File: src/rtl/bus_arbiter.sv
// Round-robin arbiter sharing the busctl memory port between up to four requesters.
// Optional macro BUS_ARB_FIXED_PRIO_EN selects fixed lowest-index-wins priority instead.
module bus_arbiter #(
  parameter int NUM_REQ  = 2,
  parameter int READ_LAT = 1
) (
  input  logic                   clk,
  input  logic                   rst_n,
  input  logic [NUM_REQ-1:0]     req,
  input  logic [NUM_REQ-1:0]     req_we,
  input  logic [17*NUM_REQ-1:0]  req_addr,
  input  logic [8*NUM_REQ-1:0]   req_wdata,
  output logic [NUM_REQ-1:0]     gnt,
  output logic [NUM_REQ-1:0]     rvalid,
  output logic [7:0]             rdata,
  output logic                   busy,
  output logic                   bus_we,
  output logic [16:0]            bus_addr,
  output logic [7:0]             bus_wdata,
  input  logic [7:0]             bus_rdata,
  output logic [1:0]             dbg_state
);
  localparam int         IW     = (NUM_REQ > 1) ? $clog2(NUM_REQ) : 1;
  localparam logic [2:0] LAT_M1 = 3'(READ_LAT - 1);

  typedef enum logic [1:0] {
    IDLE  = 2'd0,
    ISSUE = 2'd1,
    WAIT  = 2'd2
  } state_t;

  state_t               r_state, w_state_nxt;
  logic [IW-1:0]        r_idx;
  logic [2:0]           r_cnt;
  logic [NUM_REQ-1:0]   r_gnt, r_rvalid;
  logic [7:0]           r_rdata, r_bus_wdata;
  logic                 r_busy, r_bus_we;
  logic [16:0]          r_bus_addr;
`ifndef BUS_ARB_FIXED_PRIO_EN
  logic [IW-1:0]        r_last;
`endif

  logic                 w_found;
  logic [IW-1:0]        w_win;
  logic                 w_we;
  logic [16:0]          w_addr;
  logic [7:0]           w_wdata;

  function automatic logic [NUM_REQ-1:0] onehot(input logic [IW-1:0] k);
    logic [NUM_REQ-1:0] v;
    v = '0;
    for (int j = 0; j < NUM_REQ; j++) v[j] = (IW'(j) == k);
    return v;
  endfunction

  // Round-robin: first set bit above last, otherwise wrap to the lowest set bit.
  always_comb begin
    w_found = 1'b0;
    w_win   = '0;
`ifndef BUS_ARB_FIXED_PRIO_EN
    for (int j = 0; j < NUM_REQ; j++) begin
      if (!w_found && req[j] && (IW'(j) > r_last)) begin
        w_found = 1'b1;
        w_win   = IW'(j);
      end
    end
`endif
    for (int j = 0; j < NUM_REQ; j++) begin
      if (!w_found && req[j]) begin
        w_found = 1'b1;
        w_win   = IW'(j);
      end
    end
  end

  always_comb begin
    w_we    = 1'b0;
    w_addr  = '0;
    w_wdata = '0;
    for (int j = 0; j < NUM_REQ; j++) begin
      if (IW'(j) == w_win) begin
        w_we    = req_we[j];
        w_addr  = req_addr[17*j +: 17];
        w_wdata = req_wdata[8*j +: 8];
      end
    end
  end

  always_comb begin
    w_state_nxt = r_state;
    case (r_state)
      IDLE:    if (w_found) w_state_nxt = ISSUE;
      ISSUE:   w_state_nxt = r_bus_we ? IDLE : WAIT;
      WAIT:    if (r_cnt == 3'd0) w_state_nxt = IDLE;
      default: w_state_nxt = IDLE;
    endcase
  end

  always_ff @(posedge clk or negedge rst_n) begin
    if (!rst_n) r_state <= IDLE;
    else        r_state <= w_state_nxt;
  end

  always_ff @(posedge clk or negedge rst_n) begin
    if (!rst_n) begin
      r_idx       <= '0;
      r_cnt       <= '0;
      r_gnt       <= '0;
      r_rvalid    <= '0;
      r_rdata     <= '0;
      r_busy      <= 1'b0;
      r_bus_we    <= 1'b0;
      r_bus_addr  <= '0;
      r_bus_wdata <= '0;
`ifndef BUS_ARB_FIXED_PRIO_EN
      r_last      <= IW'(NUM_REQ - 1);
`endif
    end else begin
      r_busy <= (w_state_nxt != IDLE);
      case (r_state)
        IDLE: begin
          r_rvalid <= '0;
          if (w_found) begin
            r_idx       <= w_win;
            r_gnt       <= onehot(w_win);
            r_bus_we    <= w_we;
            r_bus_addr  <= w_addr;
            r_bus_wdata <= w_wdata;
`ifndef BUS_ARB_FIXED_PRIO_EN
            r_last      <= w_win;
`endif
          end
        end
        ISSUE: begin
          r_gnt    <= '0;
          r_bus_we <= 1'b0;
          r_cnt    <= LAT_M1;
        end
        WAIT: begin
          r_cnt <= r_cnt - 3'd1;
          if (r_cnt == 3'd0) begin
            r_rdata  <= bus_rdata;
            r_rvalid <= onehot(r_idx);
          end
        end
        default: ;
      endcase
    end
  end

  assign gnt       = r_gnt;
  assign rvalid    = r_rvalid;
  assign rdata     = r_rdata;
  assign busy      = r_busy;
  assign bus_we    = r_bus_we;
  assign bus_addr  = r_bus_addr;
  assign bus_wdata = r_bus_wdata;
  assign dbg_state = r_state;
endmodule

File: config.mk
export PLATFORM = sky130hd
export DESIGN_NAME = bus_arbiter
export DESIGN_NICKNAME = d
export VERILOG_FILES = /design/src/rtl/bus_arbiter.sv
export SDC_FILE = /design/constraint.sdc
export NUM_CORES = 1
export LEC_CHECK = 0
export ABC_AREA = 1
export CAP_MARGIN = 10
export CELL_PAD_IN_SITES_DETAIL_PLACEMENT = 0
export CELL_PAD_IN_SITES_GLOBAL_PLACEMENT = 1
export CORE_MARGIN = 2
export CORE_UTILIZATION = 30
export DETAILED_ROUTE_END_ITERATION = 8
export PLACE_DENSITY = 0.81
export RECOVER_POWER = 100
export SLEW_MARGIN = 20
export SYNTH_ARGS = -nofsm -noshare
export SYNTH_HDL_FRONTEND = slang
export SYNTH_SLANG_ARGS = --single-unit
File: constraint.sdc
create_clock -name clk -period 2.3 [get_ports clk]
set_input_delay 0.23 -clock clk [delete_from_list [all_inputs] [get_ports clk]]
set_output_delay 0.23 -clock clk [all_outputs]
set_load 0.03 [all_outputs]
==> results.md <==
- Crit-path cells: dlygate4sd3_1
- MaxCap Viol Count: 0
- Status: finished clean
- Distinct cells, synth: 22
- Worst EP required: 2070 ps
- Sequential power share: 30.7%
- Layout cell share with drive strength beyond 1: 5.38%
- WL per Instance: 12.8 um
- Pint: 2.57 mW
- Worst path top cell family by delay: buffers and inverters
- CTS Buf Count: 5
- Drt pass-1 iters: 4
- Drt drc: 0
- Worst path depth: 1
- Io pins: 105
- R2R Setup Slk: 560 ps
- Reg2reg end: bus_wdata[5]$_DFFE_PN0P_
- PortBufs: 104
- Routed vias: 1977
- Critical path arrival: 1520 ps
- Placer congestion estimate: 0.738
- Setup Buffers After CTS: 0
- Net Sw Power: 1.98 mW
- Post-DP HPWL: 4100 um
- Root Buffer Master: clkbuf_8
- Register bit total from synthesis: 46
- Switching part of the total: 43.5%
- Startpoint Class: flip-flop
- Largest net degree at the start of global routing: 29
- CTS tree: built
- Placed insts: 440
- Rows: 30
- Vias per cell: 4.40
- CTS Buffer Depth: 2
- Clock skew: 3.58 ps
- Clock share of power: 16.4%
- Worst setup path endpoint: dbg_state[1]
- Wirelength, routed: 5740 um
- Critical path buffers and inverters: 1
- Peak supply drop: 659 uV
- Fin cells: 449
- LEAKAGE: 1.55 nW
- Reg2reg path depth: 7
- Worst-margin pin slew: 960 ps
- CP peak stage delay: 770 ps
- Die W: 87.8 um
- Synth Area per Inst: 8.61 um2
- Critical path type: flip-flop to output pin
- # H-tree levels: 2
- Initial antenna violation count: 0
- Highest fanout seen on the critical path: 6
- Minimum clock period: 1750 ps
- Total track usage: 15.6%
- Synthesized cell area: 2110 um2
- Slowest CP cell: dlygate4sd3_1
- Vias in the first global route: 1958
- Max Fclk: 573 MHz
- Post-synthesis net count: 315
- P&R area growth vs syn: 60.7%
- DRC marker count from the first detailed-route iteration: 96
- Clock-pin slew on the worst setup and hold paths: 90 ps
- Global-route wire length before repair: 9280 um
- Initial Utilization: 31.0%
- Die height: 87.8 um
- Nets: 422
- Worst Hold Class: flip-flop to flip-flop
- Headroom to the max-slew limit: 36.0%
- Ys Warns: 0
- RSZ-0062 raised after global routing: false
- Total grt overflow: 0
- CTS Sinks: 46
- Final ANT Viol Nets: 0
- Most common cell after layout, fill and taps aside: clkdlybuf4s50_1
- RR Startpoint: dbg_state[0]$_DFF_PN0_
- Max Slew Vio Count: 0
- # diodes: 0
- Setup TNS: 0 ps
- Worst-Skew Late Latency: 300 ps
- Endpoints failing setup: 0
- CP startpoint: dbg_state[1]$_DFF_PN0_
- Die area: 7710 um2
- Most frequent cells in the layout: clkdlybuf4s50_1 (62), nand2_1 (55), dfrtp_1 (45), o21ai_0 (43), dlygate4sd3_1 (42)
- PD cells: 1340 nW/um2
- Crit. End Element: output pin
- Core area: 6790 um2
- Comb pwr share: 52.9%
- Final Hold Vio Count: 0
- Synth Instances: 245
- Register area share after synthesis: 54.7%
- Final period util: 75.9%
==> per-stage QoR <==
step	hold WS (ps)	setup slack, ps	area (um2)	util (%)	power [mW]
4_1_cts	398	593	3400	50.0	4.78
3_3_place_gp	177	643	3240	47.8	3.99
3_5_place_dp	183	604	3240	47.8	4.03
5_1_grt	490	355	3390	49.9	4.90
6_report	474	554	3390	49.9	4.54
2_1_floorplan	-65.6	778	2110	-	2.95
==> metal layers <==
metal | vias to the layer above | track usage (%) | wire [um]
met5 | - | 0 | 0
met4 | 0 | 5.59 | 118
met3 | 9 | 3.49 | 353
met2 | 70 | 27.4 | 2720
met1 | 891 | 18.8 | 2550
li1 | 1007 | - | -
==> final cells by class <==
type	count	area [um2]
Inverter	22	82.6
Multi-Input combinational cell	167	800
Clock buffer	6	82.6
Fill cell	679	3410
Clock inverter	2	60.1
Sequential cell	46	1150
Tap cell	96	120
Timing Repair Buffer	110	1090
==> sequential cells by signal, indices dropped and copies added, names as in the netlist <==
signal / flops
r_idx: 1
r_last: 1
bus_we: 1
rvalid: 2
bus_addr: 17
r_cnt: 3
dbg_state: 2
rdata: 8
gnt: 2
bus_wdata: 8
busy: 1
==> repair_timing <==
item / CTS / global route
hold endpoints to repair: 15 / 0
endpoints found under the setup margin: 0 / 0
gates resized for setup: 0 / 0
hold buffers: 1 / 0
==> worst min path at each step <==
stage	from	endpoint	depth (start not counted)
final	r_last$_DFFE_PN1P_	r_last$_DFFE_PN1P_	2
after global routing	bus_rdata[5]	rdata[5]$_DFFE_PN0P_	3
after CTS	rst_n	bus_wdata[4]$_DFFE_PN0P_	2
after detailed placement	rst_n	bus_addr[4]$_DFFE_PN0P_	1
after global placement	rst_n	bus_addr[4]$_DFFE_PN0P_	1
after floorplan	rst_n	bus_addr[0]$_DFFE_PN0P_	0
==> logic make-up (layout without fill, tap and decap cells) <==
group                      Yosys count  in the layout  synth area share [%]
adders and majority gates            6              6                  3.56
xor gates and xnor gates             1              1                 0.416
AOI/OAI and AO/OA                   67             67                  16.3
buffers and inverters               32            140                  7.24
and+or+nand+nor                     93             93                  17.9
DFF                                 46             46                  54.7
==> cells in the mapped netlist (all sizes together) <==
cell type / instances / area (um2)
nor2: 28 / 113
or2: 1 / 6.26
ha: 6 / 75.1
inv: 22 / 82.6
o22ai: 3 / 18.8
nand3: 8 / 45.0
o21ai: 63 / 319
xor2: 1 / 8.76
dfrtp: 45 / 1130
a21oi: 1 / 5.00
clkbuf: 1 / 5.00
dfstp: 1 / 26.3
buf: 9 / 65.1
nand2: 56 / 213
==> power by group through the flow <==
stage,clock network (mW),registers (mW),logic (mW)
floorplan,0,2.11,0.841
global placement,0,1.42,2.58
detailed placement,0,1.43,2.60
CTS,0.756,1.42,2.61
global route,0.795,1.45,2.65
finish,0.745,1.40,2.40
==> tightest hold or removal path, stage by stage (launching register included) <==
cell,delay (ps)
dfstp_2,380
nand2_1,50
nand2_1,50
Note: power is estimated with default switching activity, not from simulation.
